## src/rtl/risc_control_unit.sv

```systemverilog
// Moore multicycle controller for the 16-bit RISC CPU.
// Sequences fetch/decode/execute and drives every datapath control strobe.
module risc_control_unit #(
    parameter int DW = 16,
    parameter int AW = 8,
    parameter int RA = 4
) (
    input  logic          clk,
    input  logic          reset,
    input  logic [DW-1:0] ir_in,
    input  logic          rp_zero,
    output logic          pc_clr,
    output logic          pc_ld,
    output logic          pc_inc,
    output logic          ir_ld,
    output logic          data_addr_sel,
    output logic          rd,
    output logic          wr,
    output logic [1:0]    rf_sel,
    output logic [RA-1:0] w_addr,
    output logic          w_wr,
    output logic [RA-1:0] rp_addr,
    output logic          rd_P,
    output logic [RA-1:0] rq_addr,
    output logic          rd_Q,
    output logic [1:0]    alu_sel,
    output logic [AW-1:0] d,
    output logic          halted,
    output logic [3:0]    state_out
);

    typedef enum logic [3:0] {
        S_INIT   = 4'd0,
        S_FETCH  = 4'd1,
        S_DECODE = 4'd2,
        S_LOAD   = 4'd3,
        S_STORE  = 4'd4,
        S_ADD    = 4'd5,
        S_LOADI  = 4'd6,
        S_SUB    = 4'd7,
        S_JMPZ   = 4'd8,
        S_JMPZ_J = 4'd9,
        S_AND    = 4'd10,
        S_HALT   = 4'd15
    } state_t;

    state_t state, next_state;

    logic [3:0]    opcode;
    logic [RA-1:0] ra, rb, rc;

    assign opcode    = ir_in[15:12];
    assign ra        = ir_in[11:8];
    assign rb        = ir_in[7:4];
    assign rc        = ir_in[3:0];
    assign d         = ir_in[AW-1:0];
    assign state_out = state;

    always_ff @(posedge clk) begin
        if (reset) state <= S_INIT;
        else       state <= next_state;
    end

    always_comb begin
        next_state    = S_INIT;
        pc_clr        = 1'b0;
        pc_ld         = 1'b0;
        pc_inc        = 1'b0;
        ir_ld         = 1'b0;
        data_addr_sel = 1'b0;
        rd            = 1'b0;
        wr            = 1'b0;
        rf_sel        = 2'b00;
        w_addr        = '0;
        w_wr          = 1'b0;
        rp_addr       = '0;
        rd_P          = 1'b0;
        rq_addr       = '0;
        rd_Q          = 1'b0;
        alu_sel       = 2'b00;
        halted        = 1'b0;
        case (state)
            S_INIT: begin
                pc_clr     = 1'b1;
                next_state = S_FETCH;
            end
            S_FETCH: begin
                rd         = 1'b1;
                ir_ld      = 1'b1;
                pc_inc     = 1'b1;
                next_state = S_DECODE;
            end
            S_DECODE: begin
                case (opcode)
                    4'h0:    next_state = S_LOAD;
                    4'h1:    next_state = S_STORE;
                    4'h2:    next_state = S_ADD;
                    4'h3:    next_state = S_LOADI;
                    4'h4:    next_state = S_SUB;
                    4'h5:    next_state = S_JMPZ;
                    4'h6:    next_state = S_AND;
                    4'hF:    next_state = S_HALT;
                    default: next_state = S_FETCH;
                endcase
            end
            S_LOAD: begin
                data_addr_sel = 1'b1;
                rd            = 1'b1;
                rf_sel        = 2'b01;
                w_addr        = ra;
                w_wr          = 1'b1;
                next_state    = S_FETCH;
            end
            S_STORE: begin
                data_addr_sel = 1'b1;
                wr            = 1'b1;
                rp_addr       = ra;
                rd_P          = 1'b1;
                next_state    = S_FETCH;
            end
            S_ADD, S_SUB, S_AND: begin
                rp_addr    = rb;
                rd_P       = 1'b1;
                rq_addr    = rc;
                rd_Q       = 1'b1;
                alu_sel    = (state == S_ADD) ? 2'b01 :
                             (state == S_SUB) ? 2'b10 : 2'b11;
                rf_sel     = 2'b00;
                w_addr     = ra;
                w_wr       = 1'b1;
                next_state = S_FETCH;
            end
            S_LOADI: begin
                rf_sel     = 2'b10;
                w_addr     = ra;
                w_wr       = 1'b1;
                next_state = S_FETCH;
            end
            S_JMPZ: begin
                // rp_zero only steers the next state; no output depends on it.
                rp_addr    = ra;
                rd_P       = 1'b1;
                next_state = rp_zero ? S_JMPZ_J : S_FETCH;
            end
            S_JMPZ_J: begin
                pc_ld      = 1'b1;
                next_state = S_FETCH;
            end
            S_HALT: begin
                halted     = 1'b1;
                next_state = S_HALT;
            end
            default: next_state = S_INIT;
        endcase
    end

endmodule

```

## config.mk

```make
export PLATFORM = sky130hd
export DESIGN_NAME = risc_control_unit
export DESIGN_NICKNAME = d
export VERILOG_FILES = /design/src/rtl/risc_control_unit.sv
export SDC_FILE = /design/constraint.sdc
export NUM_CORES = 1
export LEC_CHECK = 0
export BUFFER_PORTS_ARGS = -buffer_cell sky130_fd_sc_hd__buf_2
export CAP_MARGIN = 20
export CELL_PAD_IN_SITES_DETAIL_PLACEMENT = 0
export CELL_PAD_IN_SITES_GLOBAL_PLACEMENT = 1
export CORE_MARGIN = 3
export CORE_UTILIZATION = 27
export DETAILED_ROUTE_END_ITERATION = 16
export PLACE_DENSITY = 0.94
export SETUP_SLACK_MARGIN = 0.02
export SLEW_MARGIN = 20
export SYNTH_ARGS = -nofsm -noshare
export SYNTH_HDL_FRONTEND = slang
export SYNTH_SLANG_ARGS = --single-unit
export TNS_END_PERCENT = 30
```

## constraint.sdc

```tcl
create_clock -name clk -period 1.7 [get_ports clk]
set_input_delay 0.255 -clock clk [delete_from_list [all_inputs] [get_ports clk]]
set_output_delay 0.255 -clock clk [all_outputs]
set_load 0.03 [all_outputs]
```

==> results.cfg, run 1 <==
[worst_setup_path]
crit_type = register to output pin
slowest_delay_ns = 0.40
r2r_start = state_out[3]
crit_fanout = 16
r2r_setup_slack_ns = 0.38
cp-end-kind = output pin
reg2reg_depth = 5
start_kind = register
crit_required_ns = 1.44
crit_path_cell_trace = nor2_1, a22oi_1, o22ai_4, buf_2
r2r-end = state_out[1]
slowest_stage = dfxtp_4
worst_ep_arrival_time_ns = 1.40

[floorplan]
row_count = 18
die_w_um = 58.1
die_y_um = 58.1
io_pins = 58
core_sq_um = 2520
initial_core_util_pct = 29.1
die_area_sq_um = 3380

[place]
dp.cells = 179
post_dp_cell_area_sq_um = 1010
io_buffer_count = 57
routabilityCongestion = 0.801
dp_hpwl_um = 1690
post-place-ws_ns = 0.0882

[synth]
yosysWarningCount = 0
synth_edf_count = 0
ys_top_cells_by_count = buf_4 (12), nor2_1 (10)
yosysMostFrequentCell = buf_4
synth_area_per_cell_sq_um = 7.05
yosys-top-cells-area = buf_4 (12%), dfxtp_1 (11%), mux2i_1 (6.8%), and2_1 (5.1%), ha_1 (5.1%)
netlist_area_sq_um = 733
yosysTopAreaCell = buf_4
synth_top_area_share_pct = 12.3
synth_nets = 126
ys_ff_latch = 4
synth_ff_type = dfxtp_1
synth-async-reset-ratio_pct = 0
seq_area_frac_synth_pct = 10.9
synthCells = 104
ys_types = 32

[cells_and_area]
diodes = 0
largest_reg_flops = 4
fillers = 271
nNetsFinal = 180
drive_above_1_share_pct = 59.0
area_growth_pct = 52.4
design_area_sq_um = 1120
fin_cells = 186

[global_route]
grt_pass1_wl_um = 3170
antenna_found_initial = 0
gr-total-overflow = 0
grt_pass1_vias = 763
grt_max_degree = 17
grt_usage_pct = 11.5

[sta]
setup_viol = 0
rsz0062_at_grt = true
max_freq_ghz = 0.603
hold_viol = 0
maxSlewHeadroom_pct = 82.3
slew_viol_final = 0
hold_ws_ns = 0.334
fin_crit_sh_pct = 97.6
worstMarginPinSlew_ns = 0.258
fin_ws_ns = 0.0403
period_minus_slack_ns = 1.66
final.setup_skew_ns = 0.000725

[power]
power_mw = 0.555
p_switching_mw = 0.254
power.share.clock_pct = 20.3
p_comb_share_pct = 57.2
switching_share_pct = 45.7
power.density_nw_per_um2 = 497
p_int_mw = 0.302
vdd_drop_max_mv = 0.238
power_frac_seq_pct = 22.5
leakagePower_nw = 0.588

[clocking]
h-tree-depth = 1
root_buffer = clkbuf_4
worstSkewPairLatency_ns = 0.23
clkTransAtPathRegs_ns = 0.03
cts_max_path_buffers = 2
cts_tree = yes
clock_sinks = 4
cts_made_buffers = 3
ctsHoldBuffers = 0

[hold_path]
min_path_cells = 3
hp-start = reset
hold_path_class = input port to register
holdPathEnd = state_out[1]

[run]
cap_violations = 0

[detailed_routing]
vias = 884
drtIter0Drc = 28
avgRoutedWirePerCell_um = 11.6
vias_per_cell = 4.75
final_antenna_net_count = 0
dr.pass1.iters = 4
routed_wl_um = 2160
drc = 0

[run_status]
outcome = finished clean
[kinds of logic (layout without fill, tap and decap cells)]
family	count (synthesis)	count (layout)	synth area share, %
AO/OA/AOI/OAI	27	27	25.3
XOR/XNOR	2	2	2.39
AND/OR/NAND/NOR	43	43	32.3
buffers and inverters	20	72	17.2
multiplexers	5	5	6.83
flip-flops	4	4	10.9
adder cells (fa/ha/maj)	3	3	5.12
[placed cells by master (no fill, tap or decap), types with 2 or more instances in the layout]
cell type,count
nand2_2,2
dfxtp_4,3
and2_1,2
nor2b_1,4
a21oi_2,3
a21o_1,2
o21ai_1,2
o22ai_2,2
nor2b_4,2
nor3_1,2
a22oi_1,3
and2_2,4
mux2i_1,5
clkbuf_4,5
inv_1,3
o21ai_0,4
nand2b_1,5
buf_4,12
nor2_1,10
nand2_1,5
buf_2,51
a21oi_1,5
ha_1,3
[worst max-delay path: cells and delay by family, from the launching register on]
family                 cells  cell delay, ns
AO/OA/AOI/OAI              2            0.31
buffers and inverters      1            0.22
flip-flops                 1            0.40
AND/OR/NAND/NOR            1            0.25
[power groups by stage]
stage	registers (mW)	clock network [mW]	logic, mW
2_1_floorplan	0.119	0	0.231
3_3_place_gp	0.124	0	0.292
3_5_place_dp	0.126	0	0.295
4_1_cts	0.126	0.118	0.297
5_1_grt	0.127	0.122	0.340
6_report	0.125	0.113	0.317
[how the worst max path moves through the flow]
| stage | startpoint | to |
|---|---|---|
| 4_1_cts | state_out[3] | rp_addr[0] |
| 5_1_grt | state_out[3] | ir_ld |
| 6_report | state_out[0] | rp_addr[0] |
| 3_5_place_dp | state_out[0] | w_addr[0] |
| 3_3_place_gp | state_out[0] | w_addr[0] |
| 2_1_floorplan | state_out[0] | pc_inc |
[per-stage QoR]
stage | setup TNS [ns] | utilization [%]
6_report | 0 | 44.3
5_1_grt | 0 | 44.3
4_1_cts | 0 | 41.7
3_5_place_dp | 0 | 40.2
3_3_place_gp | 0 | 40.2
2_1_floorplan | -0.669 | -
[repair_timing]
action | 4_1_cts | 5_1_grt
setup endpoints to repair | 22 | 20
pin swaps | 0 | 0
resized for setup | 7 | 14
setup buffers | 0 | 4
[layer usage]
layer / track usage (%) / wire length [um]
met5: 0 / 0
met4: 4.30 / 0
met3: 1.34 / 229
met2: 20.6 / 1020
met1: 13.9 / 910
[layout make-up]
cell class	instances	area [sq um]	share of cell area [%]
multi-input cells	80	582	52.1
repair buffers	66	372	33.3
flip-flops and latches	4	92.6	8.29
well taps	30	37.5	3.36
clock buffers	3	22.5	2.02
inverters	3	11.3	1.01
(Power assumes the default switching activity.)
==> run 2: changes to the inputs <==
--- a/config.mk
+++ b/config.mk
@@ -11,6 +11,7 @@
 export CELL_PAD_IN_SITES_GLOBAL_PLACEMENT = 1
 export CORE_MARGIN = 3
 export CORE_UTILIZATION = 27
+export CTS_BUF_LIST = sky130_fd_sc_hd__clkbuf_16
 export DETAILED_ROUTE_END_ITERATION = 16
 export PLACE_DENSITY = 0.94
 export SETUP_SLACK_MARGIN = 0.02
==> run 2 against run 1 <==
Effect of this change:
- cell area rose by 3.1%
- clock power increased to 3.2 times the previous value
- flip-flop and latch count stayed put
- routed wire length decreased by 0.93%
- clock skew rose by 0.0017 ns
- core utilization is 1.4 points higher
- via count up 0.68%
- largest power group is now the clock network
==> results.cfg, run 2 (same netlist as run 1, synthesis figures left out) <==
[run_status]
outcome = finished clean

[place]
io_buffer_count = 57
dp_hpwl_um = 1690
routabilityCongestion = 0.801
post-place-ws_ns = 0.0882

[worst_setup_path]
crit_required_ns = 1.44
slowest_stage = dfxtp_4
cp.depth = 4
cpLargestDelayFamily = flip-flops
slowest_delay_ns = 0.39
crit_path_cell_trace = nor2_1, a22oi_1, o22ai_4, buf_2
cp-end-kind = output pin
r2r_setup_slack_ns = 0.40
worst-path-buf-inv = 1
r2r_start = state_out[3]
r2r-end = state_out[1]
reg2reg_depth = 5
crit_fanout = 16
crit_type = register to output pin
start_kind = register
worst_ep_arrival_time_ns = 1.40

[detailed_routing]
maxUsedRoutingLayer = met4
drtIter0Drc = 39
final_antenna_net_count = 0
wl_met3_um = 228
dr.pass1.iters = 2
drc = 0
drt-met1-wl_um = 891
vias_per_cell = 4.78
routed_wl_um = 2140
vias = 890
met2WireLength_um = 987
avgRoutedWirePerCell_um = 11.5

[clocking]
root_buffer = clkbuf_16
cts_tree = yes
clock_sinks = 4
cts_max_path_buffers = 2
worstSkewPairLatency_ns = 0.23
h-tree-depth = 1
cts_made_buffers = 3
ctsHoldBuffers = 0
clkTransAtPathRegs_ns = 0.03

[floorplan]
die_w_um = 58.1
core_sq_um = 2520
initial_core_util_pct = 29.1
die_area_sq_um = 3380
die_y_um = 58.1
io_pins = 58
row_count = 18

[hold_path]
hp-start = reset
hold_path_class = input port to register
min_path_cells = 3
holdPathEnd = state_out[1]

[sta]
fin_crit_sh_pct = 97.4
maxSlewHeadroom_pct = 82.1
worstMarginPinSlew_ns = 0.261
max_freq_ghz = 0.604
setup_viol = 0
fin_ws_ns = 0.0450
slew_viol_final = 0
rsz0062_at_grt = true
finalSetupTns_ns = 0
period_minus_slack_ns = 1.65
hold_viol = 0
final.setup_skew_ns = 0.00247
hold_ws_ns = 0.337

[cells_and_area]
area_growth_pct = 57.2
nNetsFinal = 180
ff_latch_area_sq_um = 92.6
final_common_cell = buf_2
multiInputGateArea_sq_um = 571
largest_reg_flops = 4
diodes = 0
drive_above_1_share_pct = 57.7
fillers = 267
mostFrequentLayoutCells = buf_2 (52), buf_4 (12), nor2_1 (10)
utilization_pct = 45.7

[global_route]
grt_pass1_wl_um = 3190
gr-total-overflow = 0
grt_pass1_vias = 744
grt_usage_pct = 12.0
antenna_found_initial = 0
grt_max_degree = 17

[power]
vdd_drop_max_mv = 0.332
power.density_nw_per_um2 = 699
leakagePower_nw = 0.610

[run]
cap_violations = 0
## run 2: repair_timing
item,CTS,global route
gates cloned,0,0
setup endpoints to repair,22,18
gates resized for setup,6,10
buffers inserted,0,4
## run 2: worst reg2reg max path, stage by stage (launching register included)
cell and delay (ns):
dfxtp_2 0.33, buf_4 0.16, or2_4 0.26, a211oi_4 0.25, o21ai_1 0.12, a21oi_2 0.11
## run 2: area by class of cell
type	count	area share, %
Clock buffer	3	6.51
Inverter	3	0.977
Multi-Input combinational cell	80	49.5
Sequential cell	4	8.03
Tap cell	30	3.26
Timing Repair Buffer	66	31.7
## run 2: per-layer routing
metal  vias up  GRT usage [%]
met3         3           2.67
met1       385           14.0
li1        454              -
met5         -              0
met2        48           20.2
met4         0           6.29
## run 2: per-stage QoR
step                instance area, sq um  instances  total power, mW
floorplan                            768        104            0.349
global placement                    1010        179            0.416
detailed placement                  1010        179            0.420
CTS                                 1100        182            0.795
global route                        1150        186            0.845
finish                              1150        186            0.806
## run 2: worst max-delay path by stage
stage / start / end / slack [ns]
5_1_grt: state_out[0] / w_addr[0] / -0.01
3_5_place_dp: state_out[0] / w_addr[0] / 0.09
6_report: state_out[0] / rp_addr[0] / 0.05
2_1_floorplan: state_out[0] / pc_inc / -0.09
4_1_cts: state_out[3] / alu_sel[1] / 0.01
3_3_place_gp: state_out[0] / w_addr[0] / 0.15
## run 2: power breakdown
part / switching (mW) / internal, mW / leakage (nW)
Sequential: 0.0224 / 0.101 / 0.0352
Clock: 0.0668 / 0.301 / 0.0370
Combinational: 0.195 / 0.120 / 0.538
==> run 3: changes to the inputs <==
--- a/config.mk
+++ b/config.mk
@@ -9,7 +9,6 @@
 export CAP_MARGIN = 20
 export CELL_PAD_IN_SITES_DETAIL_PLACEMENT = 0
 export CELL_PAD_IN_SITES_GLOBAL_PLACEMENT = 1
-export CORE_MARGIN = 3
 export CORE_UTILIZATION = 27
 export CTS_BUF_LIST = sky130_fd_sc_hd__clkbuf_16
 export DETAILED_ROUTE_END_ITERATION = 16
==> run 3 against run 2 <==
Effect of this change:
- routed wire length shrank 1.8%
- clock power grew 2%
- largest power group unchanged
- sequential power is essentially flat
- cell area shrank 3.5%
==> results.cfg, run 3 (same netlist as run 1, synthesis figures left out) <==
[floorplan]
die_area_sq_um = 2930
core_sq_um = 2520
row_count = 18
initial_core_util_pct = 29.1
die_w_um = 54.1
io_pins = 58
die_y_um = 54.1

[sta]
final.setup_skew_ns = 0.00298
max_freq_ghz = 0.612
setup_viol = 0
period_minus_slack_ns = 1.63
hold_viol = 0
maxSlewHeadroom_pct = 79.0
fin_ws_ns = 0.0665
fin_crit_sh_pct = 96.1
worstMarginPinSlew_ns = 0.310
slew_viol_final = 0
rsz0062_at_grt = true

[worst_setup_path]
cp-end-kind = output pin
crit_type = register to output pin
crit_required_ns = 1.44
worst_ep_arrival_time_ns = 1.38
start_kind = register
crit_fanout = 12

[detailed_routing]
final_antenna_net_count = 0
vias = 874
vias_per_cell = 4.80
avgRoutedWirePerCell_um = 11.5
drc = 0
routed_wl_um = 2100
dr.pass1.iters = 4
drtIter0Drc = 9

[global_route]
gr-total-overflow = 0
antenna_found_initial = 0
grt_pass1_vias = 741
grt_usage_pct = 14.7
grt_pass1_wl_um = 3130
grt_max_degree = 15

[cells_and_area]
mostFrequentLayoutCells = buf_2 (54), nor2_1 (10), buf_4 (8)
design_area_sq_um = 1110
largest_reg_flops = 4
multiInputGateArea_sq_um = 566
final_common_cell = buf_2
diodes = 0
ff_latch_area_sq_um = 92.6
area_growth_pct = 51.7
drive_above_1_share_pct = 56.6
fillers = 263
nNetsFinal = 176

[clocking]
root_buffer = clkbuf_16
postCtsSetupBuffers = 0
cts_made_buffers = 3
clkTransAtPathRegs_ns = 0.03
cts_max_path_buffers = 2
h-tree-depth = 1
ctsHoldBuffers = 0
worstSkewPairLatency_ns = 0.23
cts_tree = yes
clock_sinks = 4

[power]
leakagePower_nw = 0.590
power_mw = 0.792
vdd_drop_max_mv = 0.411
power.density_nw_per_um2 = 712

[run]
cap_violations = 0

[hold_path]
hold_path_class = input port to register

[place]
dp_hpwl_um = 1640
routabilityCongestion = 0.774
post-place-ws_ns = 0.126
io_buffer_count = 57
post_dp_cell_area_sq_um = 1010

[run_status]
outcome = finished clean
-- run 3: cell types whose count changed in the layout (fill, tap and decap cells not counted) --
cell,delta
buf_4,-4
nor2b_2,+1
nor2b_4,-1
clkbuf_4,-2
buf_2,+2
-- run 3: repair_timing --
action | 4_1_cts | 5_1_grt
gates resized for setup | 6 | 7
endpoints found under the setup margin | 18 | 17
hold endpoints to repair | 0 | 0
-- run 3: routing by layer --
| layer | vias to the layer above | global-route usage, % | part of all wire [%] | routed length, um |
|---|---|---|---|---|
| li1 | 444 | - | - | - |
| met1 | 378 | 14.4 | 40 | 846 |
| met2 | 49 | 29.2 | 49 | 1040 |
| met3 | 3 | 2.54 | 9.0 | 188 |
| met4 | 0 | 6.41 | 1.3 | 27 |
| met5 | - | 0 | 0 | 0 |
-- run 3: layout make-up --
cell class | instances | share of cell area [%]
Clock buffer | 3 | 6.75
Tap cell | 30 | 3.37
Inverter | 3 | 1.01
Multi-Input combinational cell | 80 | 50.8
Sequential cell | 4 | 8.32
Timing Repair Buffer | 62 | 29.7
-- run 3: power breakdown --
part	total, mW	switching, mW	internal [mW]
registers	0.122	0.0213	0.101
clock network	0.373	0.0722	0.301
logic	0.296	0.190	0.107
-- run 3: worst max-delay path: stages, from the launching register on --
cell and delay, ns:
dfxtp_4 0.37, or3b_4 0.46, o22ai_4 0.10, buf_2 0.21
-- run 3: final timing paths --
check                from      endpoint  slack [ns]  cells past startpoint
max          state_out[2]    rp_addr[0]        0.07                      3
min                 reset  state_out[1]        0.35                      3
min reg2reg  state_out[3]  state_out[3]        0.69                      3
max reg2reg  state_out[3]  state_out[1]        0.36                      5
-- run 3: stage by stage --
stage	cells	utilization [%]	hold slack, ns	TNS, ns
2_1_floorplan	104	-	0.445	-0.669
3_3_place_gp	179	40.2	0.575	0
3_5_place_dp	179	40.2	0.580	0
4_1_cts	182	43.6	0.353	0
5_1_grt	182	44.1	0.370	-0.121
6_report	182	44.1	0.353	0
